===== src/rtl/lu_result_buffer.sv =====
// In-order result buffer between the integer logic unit and the register-file
// write port. Stalls the logic unit via busy when all entries are occupied.
module lu_result_buffer #(
  parameter int DATA_WIDTH     = 64,
  parameter int REG_ADDR_WIDTH = 5,
  parameter int DEPTH          = 4,
  parameter int CNT_WIDTH      = $clog2(DEPTH) + 1
) (
  input  logic                      clk,
  input  logic                      rst,
  input  logic                      lu_valid,
  input  logic [DATA_WIDTH-1:0]     lu_data,
  input  logic [REG_ADDR_WIDTH-1:0] lu_dest,
  output logic                      busy,
  output logic                      wb_valid,
  output logic [DATA_WIDTH-1:0]     wb_data,
  output logic [REG_ADDR_WIDTH-1:0] wb_dest,
  output logic                      wb_zero,
  input  logic                      wb_ready,
  output logic [CNT_WIDTH-1:0]      count
);

  localparam int PTR_W = $clog2(DEPTH);

  logic [DATA_WIDTH-1:0]     data_mem_q [DEPTH];
  logic [REG_ADDR_WIDTH-1:0] dest_mem_q [DEPTH];
  logic                      zero_mem_q [DEPTH];

  logic [PTR_W-1:0]     wr_ptr_q, wr_ptr_d;
  logic [PTR_W-1:0]     rd_ptr_q, rd_ptr_d;
  logic [CNT_WIDTH-1:0] count_q, count_d;

  logic enq;
  logic deq;

  // Handshakes: a write-back transfer happens on a rising edge where
  // wb_valid && wb_ready; upstream results are taken when lu_valid && !busy
  // and the destination is not the hardwired zero register.
  assign busy     = (count_q == CNT_WIDTH'(DEPTH));
  assign wb_valid = (count_q != '0);
  assign enq      = lu_valid && !busy && (lu_dest != '0);
  assign deq      = wb_valid && wb_ready;
  assign count    = count_q;

  // Outputs are masked while empty so stale storage never leaks out.
  assign wb_data = wb_valid ? data_mem_q[rd_ptr_q] : '0;
  assign wb_dest = wb_valid ? dest_mem_q[rd_ptr_q] : '0;
  assign wb_zero = wb_valid ? zero_mem_q[rd_ptr_q] : 1'b0;

  always_comb begin
    wr_ptr_d = wr_ptr_q;
    rd_ptr_d = rd_ptr_q;
    count_d  = count_q;
    if (enq) wr_ptr_d = wr_ptr_q + PTR_W'(1);
    if (deq) rd_ptr_d = rd_ptr_q + PTR_W'(1);
    case ({enq, deq})
      2'b10:   count_d = count_q + CNT_WIDTH'(1);
      2'b01:   count_d = count_q - CNT_WIDTH'(1);
      default: count_d = count_q;
    endcase
  end

  always_ff @(posedge clk) begin
    if (rst) begin
      wr_ptr_q <= '0;
      rd_ptr_q <= '0;
      count_q  <= '0;
    end else begin
      wr_ptr_q <= wr_ptr_d;
      rd_ptr_q <= rd_ptr_d;
      count_q  <= count_d;
    end
  end

  // Storage needs no reset: it is only observed through the masked outputs.
  always_ff @(posedge clk) begin
    if (enq) begin
      data_mem_q[wr_ptr_q] <= lu_data;
      dest_mem_q[wr_ptr_q] <= lu_dest;
      zero_mem_q[wr_ptr_q] <= (lu_data == '0);
    end
  end

endmodule

===== config.mk =====
export PLATFORM = sky130hd
export DESIGN_NAME = lu_result_buffer
export DESIGN_NICKNAME = d
export VERILOG_FILES = /design/src/rtl/lu_result_buffer.sv
export SDC_FILE = /design/constraint.sdc
export NUM_CORES = 1
export LEC_CHECK = 0
export ABC_AREA = 1
export BUFFER_PORTS_ARGS = -buffer_cell sky130_fd_sc_hd__buf_2
export CORE_ASPECT_RATIO = 0.8
export CORE_MARGIN = 8
export CORE_UTILIZATION = 50
export DETAILED_ROUTE_END_ITERATION = 8
export GPL_TIMING_DRIVEN = 0
export PLACE_DENSITY = 0.78
export SLEW_MARGIN = 40
export SYNTH_ARGS = -nofsm -noshare
export SYNTH_HDL_FRONTEND = slang
export SYNTH_SLANG_ARGS = --single-unit

===== constraint.sdc =====
create_clock -name clk -period 7.3 [get_ports clk]
set_input_delay 1.46 -clock clk [delete_from_list [all_inputs] [get_ports clk]]
set_output_delay 1.46 -clock clk [all_outputs]
set_load 0.005 [all_outputs]

* Word level (Yosys, flattened, before mapping)
Memory sizes are Yosys's and may differ from the RTL's. A register that Yosys moved wholly into a read port is not among the register bits.
Index checks and enable logic that the tools add are counted.
** Word-level totals
- Memories :: 3
- Logic and storage cells :: 33
- Output and inout port bits :: 75
- Bits of input ports :: 73
- Memory bits (writable) :: 280
- Flip-flop bits (word level) :: 7
** Operators by class
- Add/subtract/negate cells :: 4
- Reductions and logical operators :: 8
- Mux-type cells :: 12
- Equal/unequal tests :: 3
** Memories
- data_mem_q :: words 4, bits a word 64, rd ports 1, clocked after Yosys merged registers in 1, write ports 1, RTL line 25 : logic [DATA_WIDTH-1:0] data_mem_q [DEPTH];
- dest_mem_q :: words 4, bits a word 5, rd ports 1, clocked after Yosys merged registers in 1, write ports 1, RTL line 26 : logic [REG_ADDR_WIDTH-1:0] dest_mem_q [DEPTH];
- zero_mem_q :: words 4, bits a word 1, rd ports 1, clocked after Yosys merged registers in 1, write ports 1, RTL line 27 : logic zero_mem_q [DEPTH];
** Operators with widths (count)
- zero test 64 bit :: 1
- 2-to-1 mux 64 bit :: 1
- 2-to-1 mux 2 bit :: 6
- case mux 3 bit (2 select lines) :: 1
- 2-to-1 mux 5 bit :: 1
- nonzero test 5 bit :: 1
- adder 2 x 1 -> 2 bit (second input constant) :: 2
- adder 3 x 1 -> 3 bit (second input constant) :: 1
- equality test 3 bit (second input constant) :: 1
- logical AND 1 bit :: 3
- 2-to-1 mux 1 bit :: 3
- nonzero test 3 bit :: 1
- subtractor 3 x 1 -> 3 bit (second input constant) :: 1
- equality test 2 x 1 -> 1 bit (second input constant) :: 1
- equality test 2 bit (second input constant) :: 1
- nonzero test 2 bit :: 1
- zero test 1 bit :: 1

* Logic depth before layout (Yosys ltp)
Gate-level depths: netlist of run 1.
- Depth in word-level cells :: 6
- Gate-level depth with buffers :: 12
- Mapped depth without buffers :: 12

* Worst setup path after synthesis of run 1
Ideal clock, no wire load.
- Path type :: input port to flip-flop
- Start point :: input port lu_dest[3]
- End point :: memory data_mem_q[0][0], enable pin
- Buffers on the path :: 0
- Path slack :: 2.056 ns
- Library setup time :: 0.499 ns
- Stages on the path :: 4
- Data required time :: 6.801 ns
- Arrival time :: 4.745 ns
- Path through :: nor2_1 > nand3_1 > nand3_1 > nor2_1
** On the way
- Longest elaborated chain between the ends :: 4
** Ends and longest elaborated chain
- from (decl) :: RTL line 13 : input logic [REG_ADDR_WIDTH-1:0] lu_dest,
- nonzero test 5 bit :: RTL line 41 : assign enq = lu_valid && !busy && (lu_dest != '0);
- logical AND 1 bit :: RTL line 41
- 2-to-1 mux 1 bit :: RTL line 77 : if (enq) begin
- 2-to-1 mux 1 bit (implied by the code) :: RTL line 78 : data_mem_q[wr_ptr_q] <= lu_data;
- to (decl) :: RTL line 25
No other way between the ends.

==> flow_summary_export.csv, run 1 <==
group,metric,value,unit
job,cap_violations,0,
worst_setup_path,critPathKind,"flip-flop to primary output",
global_routing,grtUsageTotal,18.95,%
finish,nets,1242,
placed_design,gp_congestion,0.7749,
floorplanning,num_rows,50,
clocking,cts_buffers,29,
placed_design,dpl_cell_area,13120,um^2
timing,max_slew_margin,59.72,%
worst_setup_path,cp_common_cell,"buf_2",
placed_design,place_hpwl,18830,um
finish,final_common_cell,"nor2_1",
timing,skew,4.195,ps
finish,drive_above_1_share,20.34,%
global_routing,antenna_found_initial,3,
logic_synthesis,syn_inst,969,
logic_synthesis,ys_seq_area_share,73.97,%
logic_synthesis,avgSynthCellArea,11.98,um^2
placed_design,portBuffers,147,
power_and_ir_drop,vdd_ir_drop_max,0.2168,mV
worst_setup_path,arrival,2430,ps
logic_synthesis,synth_edf_count,280,
finish,stdcell_area,14070,um^2
floorplanning,io_pins,148,
placed_design,dpl_worst_slack,3576,ps
worst_setup_path,path_max_fanout,10,
timing,setup_viol,0,
logic_synthesis,synth_top_area_share,72.41,%
global_routing,gr-total-overflow,0,
timing,tightest_slew,602.5,ps
clocking,cts_setup_buffers,0,
logic_synthesis,yosysWarnings,0,
timing,finalCritPeriodShare,53.28,%
worst_setup_path,cp-end-kind,"primary output",
detailed_routing,dr.pass1.iters,5,
global_routing,grt_pass1_vias,7902,
clocking,clkSinkCount,289,
detailed_routing,avgRoutedWirePerCell,18.63,um
clocking,clkLatencyLatePin,530,ps
timing,rsz0062_at_grt,"false",
floorplanning,die_area,28380,um^2
timing,layout_min_cycle_time,3890,ps
logic_synthesis,synth_ff_type,"edfxtp_1",
finish,final_cell_mix,"nor2_1 (319), edfxtp_1 (280), buf_2 (154)",
detailed_routing,drcViolationCount,0,
status,status,"complete, no violations",
floorplanning,coreArea,23080,um^2
power_and_ir_drop,p_per_area,353.0,nW/um^2
worst_setup_path,path_cells,"buf_2 > inv_2 > clkbuf_1 > nor2_1 > o21ai_0 > a21oi_1 > buf_2",
detailed_routing,via_per_inst,5.314,
worst_setup_path,cp.required,5840,ps
power_and_ir_drop,p_leak,5.273,nW
clocking,cts_resized,0,
global_routing,grt_max_degree,20,
logic_synthesis,synth.area.top_cells,"edfxtp_1 (72%), nor2_1 (10%), o21ai_0 (4.0%), a21oi_1 (3.3%), o21ai_1 (2.2%)",
worst_setup_path,cp-start-kind,"flip-flop",
logic_synthesis,syn_area,11610,um^2
timing,max_freq,257.1,MHz
logic_synthesis,syn-num-nets,1048,
clocking,clock_path_buffers,3,
clocking,cts_hold_buf,0,
hold_path,hold_class,"flip-flop to flip-flop",
global_routing,grt_pass1_wl,42970,um
clocking,root_buffer,"clkbuf_16",
logic_synthesis,ys_ff_latch,289,
detailed_routing,drt_wl_total,27930,um
timing,worst_slack,3410,ps
logic_synthesis,synth_top_area_cell,"edfxtp_1",
clocking,htree_levels,1,
floorplanning,die_x,186.4,um
worst_setup_path,crit_path_max_incr_delay,360,ps
floorplanning,initial_utilization,50.30,%
detailed_routing,ant_nets,0,
clocking,clkTransAtPathRegs,60,ps
worst_setup_path,cp_slowest_cell,"a21oi_1",
finish,fin_util,60.96,%
logic_synthesis,synth_cell_types,21,
clocking,tritoncts,"built",
timing,final_max_slew_viol_count,0,
finish,syn_to_final_growth,21.21,%
timing,hold_viol_final,0,
detailed_routing,via_count,7966,
logic_synthesis,async_reset_ff_share,0,%
power_and_ir_drop,p_total,0.004968,W
detailed_routing,drt_iter0_drc,742,
floorplanning,dieHeight,152.3,um
-- sequential cells by signal, summed over array words and instances, names as in the netlist, named ones only --
register	count
count	3
data_mem_q	256
dest_mem_q	20
rd_ptr_q	2
wr_ptr_q	2
zero_mem_q	4
-- synthesized netlist by cell type (all sizes together) (3+ instances only) --
master,instances
dfxtp,9
nand2,27
a21oi,76
buf,21
clkbuf,32
nand3,3
inv,40
and2,3
o21ai,144
edfxtp,280
nor2,323
nand4,4
ha,5
-- routing by layer --
layer | vias up | global-route usage (%) | part of all wire, %
met5 | - | 0 | 0.14
met4 | 6 | 3.577 | 1.6
met3 | 39 | 4.231 | 8.7
met2 | 366 | 32.17 | 49
met1 | 3784 | 24.85 | 41
li1 | 3771 | - | -
-- worst max-delay path: cells and delay by family (launching register included) --
kind	cells	cell delay, ps
buffers and inverters	4	980
and+or+nand+nor	1	150
DFF	1	310
AOI/OAI and AO/OA	2	450
-- cells by family (layout without fill, tap and decap cells) --
kind of cell	count (synthesis)	count (layout)	synth area share (%)
XOR/XNOR	1	1	0.07544
buffers and inverters	93	309	3.944
other	0	2	0
AND/OR/NAND/NOR	360	360	11.82
adder cells (fa/ha/maj)	6	6	0.7112
flip-flops	289	289	73.97
AO/OA/AOI/OAI	220	220	9.483
-- report_power, final --
group,switching (W),internal (W)
registers,0.0000362,0.00198
logic,0.000955,0.000528
clock network,0.000597,0.000868
-- final cells by class --
cell class	instances	area (um^2)
Multi-Input combinational cell	587	2595
Buffer	53	307.8
Timing Repair Buffer	163	1089
Clock inverter	15	158.9
Sequential cell	289	8588
Inverter	40	150.1
Fill cell	1758	9011
Antenna cell	2	5.005
Tap cell	312	390.4
Clock buffer	38	789.5
-- final timing paths --
| check | from | end | slack, ps | cells past startpoint |
|---|---|---|---|---|
| worst max register to register | count[1] | data_mem_q[2][44] | 4830 | 7 |
| worst min register to register | rd_ptr_q[1] | flip-flop | 500 | 2 |
| worst min-delay path | rd_ptr_q[1] | flip-flop | 500 | 2 |
| worst max-delay path | flip-flop | wb_data[62] | 3410 | 7 |
-- stage by stage --
step           std cells  hold slack, ps  setup TNS (ps)
5_1_grt             1497           540.3               0
3_3_place_gp        1428           480.0          -75190
6_report            1499           497.4               0
4_1_cts             1497           499.8               0
2_1_floorplan        969           463.7               0
3_5_place_dp        1444           491.7               0
Note: power is estimated with default switching activity, not from simulation.
==> run 2, diff against run 1 <==
- PLACE_DENSITY: 0.78 -> 0.81
- clock period: 7.3 -> 3.45 ns (I/O delays scaled with it)
==> run 2 against run 1 <==
Effect of this change: register-to-register slack got worse by 3800 ps; worst hold slack got worse by 140 ps; via count is 0.63% higher; sequential share of layout area fell by 0.37 points; global-route usage grew 0.15 points; routed wire length is 1.5% higher; final cell count is 0.13% higher; setup slack worse by 3000 ps; critical path type unchanged; critical endpoint is now wb_data[58]; largest cell class unchanged.
==> flow_summary_export.csv, run 2 (synthesized netlist as in run 1, its figures left out) <==
group,metric,value,unit
finish,regMostFlops,"data_mem_q",
timing,skew,10.03,ps
status,status,"complete, no violations",
floorplanning,io_pins,148,
detailed_routing,drt_wl_total,28340,um
finish,nets,1243,
timing,rsz0062_at_grt,"false",
power_and_ir_drop,p_per_area,754.9,nW/um^2
placed_design,dpl_cell_area,13150,um^2
clocking,cts_resized,0,
floorplanning,die_area,28380,um^2
placed_design,gp_congestion,0.7757,
timing,hold_viol_final,0,
power_and_ir_drop,vdd_ir_drop_max,0.4905,mV
detailed_routing,via_count,8016,
detailed_routing,dr.pass1.iters,5,
timing,finalCritPeriodShare,87.93,%
worst_setup_path,path_max_fanout,10,
clocking,clkTransAtPathRegs,60,ps
global_routing,grt_pass1_vias,8098,
detailed_routing,drcViolationCount,0,
global_routing,grt_use_met2,31.25,%
floorplanning,num_rows,50,
floorplanning,dieHeight,152.3,um
timing,setup_viol,0,
power_and_ir_drop,p_total,0.01069,W
global_routing,grtUsageTotal,19.10,%
floorplanning,die_x,186.4,um
finish,final_common_cell,"nor2_1",
timing,tightest_slew,610.8,ps
placed_design,portBuffers,147,
worst_setup_path,critPathKind,"flip-flop to primary output",
finish,n_fill_cell,1704,
clocking,tritoncts,"built",
global_routing,grt_pass1_wl,43610,um
detailed_routing,avgRoutedWirePerCell,18.88,um
finish,largest_reg_flops,256,
clocking,cts_hold_buf,0,
worst_setup_path,cp-end-kind,"primary output",
finish,stdcell_area,14160,um^2
clocking,clock_path_buffers,3,
clocking,clkSinkCount,289,
worst_setup_path,arrival,2340,ps
floorplanning,initial_utilization,50.30,%
clocking,cts_buffers,29,
worst_setup_path,cp-start-kind,"flip-flop",
hold_path,hold_class,"input port to flip-flop",
clocking,htree_levels,1,
global_routing,grt_busiest_layer,"met2",
finish,syn_to_final_growth,21.95,%
finish,drive_above_1_share,20.74,%
clocking,cts_setup_buffers,0,
clocking,root_buffer,"clkbuf_16",
timing,max_slew_margin,59.17,%
timing,layout_min_cycle_time,3034,ps
floorplanning,coreArea,23080,um^2
worst_setup_path,reg2reg_slack,1020,ps
detailed_routing,drt_iter0_drc,764,
finish,top_regs,"data_mem_q: 256 flops, dest_mem_q: 20 flops, zero_mem_q: 4 flops",
global_routing,gr-total-overflow,0,
clocking,clkLatencyLatePin,530,ps
detailed_routing,ant_nets,0,
job,cap_violations,0,
power_and_ir_drop,p_leak,5.301,nW
global_routing,use_met1,25.94,%
worst_setup_path,cp.required,2760,ps
detailed_routing,via_per_inst,5.340,
placed_design,place_hpwl,18770,um
global_routing,antenna_found_initial,2,
timing,max_freq,329.6,MHz
global_routing,met3_usage,3.911,%
global_routing,grt_max_degree,19,
finish,final_cell_mix,"nor2_1 (319), edfxtp_1 (280), buf_2 (154)",
timing,final_max_slew_viol_count,0,
run 2: changes by cell type in the layout (fill, tap and decap cells not counted):
cell / previous run / this run
buf_16: 9 / 10
bufinv_16: 3 / 5
clkbuf_1: 30 / 28
clkinv_1: 4 / 2
clkinv_4: 1 / 2
clkinvlp_4: 0 / 3
diode_2: 2 / 3
inv_6: 1 / 0
inv_8: 1 / 0
run 2: critical path, cell delays in order (launching register included):
cell	delay, ps
dfxtp_1	310
buf_2	290
inv_2	180
clkbuf_1	300
nor2_1	170
o21ai_0	90
a21oi_1	270
buf_2	180
run 2: final cells by class:
class                           count  area (um^2)  area share [%]
Buffer                             53        307.8           2.174
Clock inverter                     17        222.7           1.573
Multi-Input combinational cell    587         2595           18.33
Antenna cell                        3        7.507         0.05302
Tap cell                          312        390.4           2.757
Inverter                           40        150.1           1.060
Timing Repair Buffer              164         1116           7.882
Sequential cell                   289         8588           60.65
Clock buffer                       36        782.0           5.523
run 2: routing by layer:
layer  wire length (um)  vias to the layer above  part of all wire, %
met5                 23                        -                0.081
met4                529                        4                  1.9
met3               2490                       49                  8.8
met2              13360                      371                   47
met1              11940                     3816                   42
li1                   -                     3776                    -
run 2: stage by stage:
step | setup slack, ps | utilization, % | hold slack (ps) | instances | TNS (ps)
after floorplan | -1024 | - | 463.7 | 969 | -286660
after detailed placement | 530.8 | 56.95 | 483.0 | 1445 | 0
after global placement | -3330 | 55.18 | 477.9 | 1428 | -926350
final | 416.4 | 61.34 | 357.6 | 1501 | 0
after CTS | 384.8 | 61.31 | 341.5 | 1498 | 0
after global routing | 227.7 | 61.31 | 362.7 | 1498 | 0
run 2: final timing paths:
check              startpoint                end  cells past startpoint
hold / removal            rst        rd_ptr_q[1]                      2
hold reg to reg   rd_ptr_q[1]        rd_ptr_q[1]                      2
setup / recovery    flip-flop        wb_data[58]                      7
setup reg to reg     count[1]  data_mem_q[3][34]                      7
run 2: where the power goes:
group	internal (W)	total, W	switching [W]	leakage, nW
Sequential	0.00420	0.00428	0.0000798	2.65
Combinational	0.00112	0.00313	0.00201	2.17
Clock	0.00198	0.00328	0.00130	0.486
==> run 3, diff against run 2 <==
- MAX_ROUTING_LAYER: not set -> met4
==> run 3 against run 2 <==
Effect of this change: clock power about the same; count of clock-buffer cells in the layout stayed put; setup slack got worse by 22 ps; power about the same; non-clock buffer count stayed put; sequential share of layout area did not move; global-route usage grew 0.56 points; die area did not move; critical path depth unchanged; sequential power about the same; first-iteration DRC count decreased by 3.8%.
==> flow_summary_export.csv, run 3 (synthesized netlist as in run 1, its figures left out) <==
group,metric,value,unit
status,status,"complete, no violations",
detailed_routing,via_per_inst,5.311,
power_and_ir_drop,p_leak,5.301,nW
timing,skew,9.757,ps
timing,max_freq,327.3,MHz
timing,rsz0062_at_grt,"false",
clocking,clkSinkCount,289,
clocking,tritoncts,"built",
global_routing,grt_pass1_vias,8093,
worst_setup_path,endpoint,"wb_data[58]",
floorplanning,io_pins,148,
job,cap_violations,0,
detailed_routing,avgRoutedWirePerCell,18.81,um
finish,multiInputGateArea,2595,um^2
finish,largest_reg_flops,256,
timing,finalCritPeriodShare,88.56,%
placed_design,place_hpwl,18770,um
clocking,cts_resized,0,
finish,fin_util,61.34,%
timing,max_slew_margin,58.91,%
finish,stdcell_area,14160,um^2
clocking,cts_setup_buffers,0,
timing,final_max_slew_viol_count,0,
worst_setup_path,path_max_fanout,10,
global_routing,grt_busiest_layer,"met2",
timing,hold_viol_final,0,
floorplanning,num_rows,50,
finish,syn_to_final_growth,21.95,%
finish,nets,1243,
global_routing,met3_usage,3.660,%
clocking,clkLatencyLatePin,530,ps
worst_setup_path,cp-start-kind,"flip-flop",
timing,layout_min_cycle_time,3055,ps
detailed_routing,via_count,7972,
clocking,root_buffer,"clkbuf_16",
worst_setup_path,rr_worst_depth,7,
worst_setup_path,r2r-end,"data_mem_q[3][34]",
timing,worst_slack,394.7,ps
global_routing,gr-total-overflow,0,
power_and_ir_drop,p_per_area,754.8,nW/um^2
finish,final_cell_mix,"nor2_1 (319), edfxtp_1 (280), buf_2 (154)",
floorplanning,initial_utilization,50.30,%
global_routing,grt_use_met2,31.23,%
timing,tightest_slew,614.6,ps
timing,fin_setup_tns,0,ps
detailed_routing,dr.pass1.iters,6,
timing,setup_viol,0,
finish,top_regs,"data_mem_q: 256 flops, dest_mem_q: 20 flops, zero_mem_q: 4 flops",
worst_setup_path,cp-end-kind,"primary output",
detailed_routing,drt_wl_total,28240,um
global_routing,grt_max_degree,19,
global_routing,grtUsageTotal,19.66,%
worst_setup_path,arrival,2370,ps
finish,regMostFlops,"data_mem_q",
global_routing,use_met1,26.12,%
worst_setup_path,reg2reg_from,"count[1]",
global_routing,antenna_found_initial,2,
worst_setup_path,cp.required,2760,ps
detailed_routing,ant_nets,0,
clocking,cts_hold_buf,0,
clocking,clkTransAtPathRegs,60,ps
timing,whs,360.6,ps
finish,drive_above_1_share,20.74,%
placed_design,gp_congestion,0.7862,
clocking,clock_path_buffers,3,
placed_design,dpl_worst_slack,530.8,ps
clocking,cts_buffers,29,
global_routing,grt_pass1_wl,43570,um
worst_setup_path,critPathKind,"flip-flop to primary output",
floorplanning,coreArea,23080,um^2
power_and_ir_drop,vdd_ir_drop_max,0.4902,mV
detailed_routing,drt_iter0_drc,735,
floorplanning,die_area,28380,um^2
floorplanning,die_x,186.4,um
clocking,htree_levels,1,
detailed_routing,drcViolationCount,0,
worst_setup_path,reg2reg_slack,1020,ps
hold_path,hold_class,"input port to flip-flop",
placed_design,dpl_cell_area,13150,um^2
floorplanning,dieHeight,152.3,um
finish,final_common_cell,"nor2_1",
finish,n_fill_cell,1703,
placed_design,portBuffers,147,
hold_path,holdPathStages,2,
finish,final-seq-area,8588,um^2
run 3: cell counts in the layout (fill, tap and decap cells not counted):
Identical to the previous run, type by type.
run 3: final cells by class:
| class | count | share of cell area [%] |
|---|---|---|
| clock buffers | 36 | 5.523 |
| plain buffers | 53 | 2.174 |
| inverters | 40 | 1.060 |
| diodes | 3 | 0.05302 |
| repair buffers | 164 | 7.882 |
| flip-flops and latches | 289 | 60.65 |
| clock inverters | 17 | 1.573 |
| multi-input cells | 587 | 18.33 |
| well taps | 312 | 2.757 |
run 3: per-stage QoR:
| step | power [W] | std cells |
|---|---|---|
| 6_report | 0.01069 | 1501 |
| 2_1_floorplan | 0.006022 | 969 |
| 3_5_place_dp | 0.007483 | 1445 |
| 4_1_cts | 0.01074 | 1498 |
| 3_3_place_gp | 0.007321 | 1428 |
| 5_1_grt | 0.01119 | 1500 |
run 3: how the worst min path moves through the flow:
| stage | start | to | slack [ps] |
|---|---|---|---|
| CTS | rst | rd_ptr_q[1] | 340 |
| floorplan | rd_ptr_q[1] | flip-flop | 460 |
| detailed placement | rd_ptr_q[1] | rd_ptr_q[1] | 480 |
| finish | rst | rd_ptr_q[1] | 360 |
| global placement | rd_ptr_q[1] | rd_ptr_q[1] | 480 |
| global route | lu_data[0] | data_mem_q[1][0] | 360 |
run 3: worst max-delay path, cell delays in order, from the launching register on:
cell and delay [ps]:
dfxtp_1 310, buf_2 290, inv_2 180, clkbuf_1 300, nor2_1 170, o21ai_0 100, a21oi_1 290, buf_2 190
run 3: power breakdown:
group          internal [W]  total, W  switching [W]
clock network       0.00198   0.00328        0.00130
registers           0.00420   0.00428      0.0000799
logic               0.00112   0.00313        0.00201
total               0.00730    0.0107        0.00339
run 3: layer usage:
layer	share of wire (%)	vias up
li1	-	3773
met1	43	3793
met2	47	360
met3	7.9	46
met4	1.9	0
met5	0	-
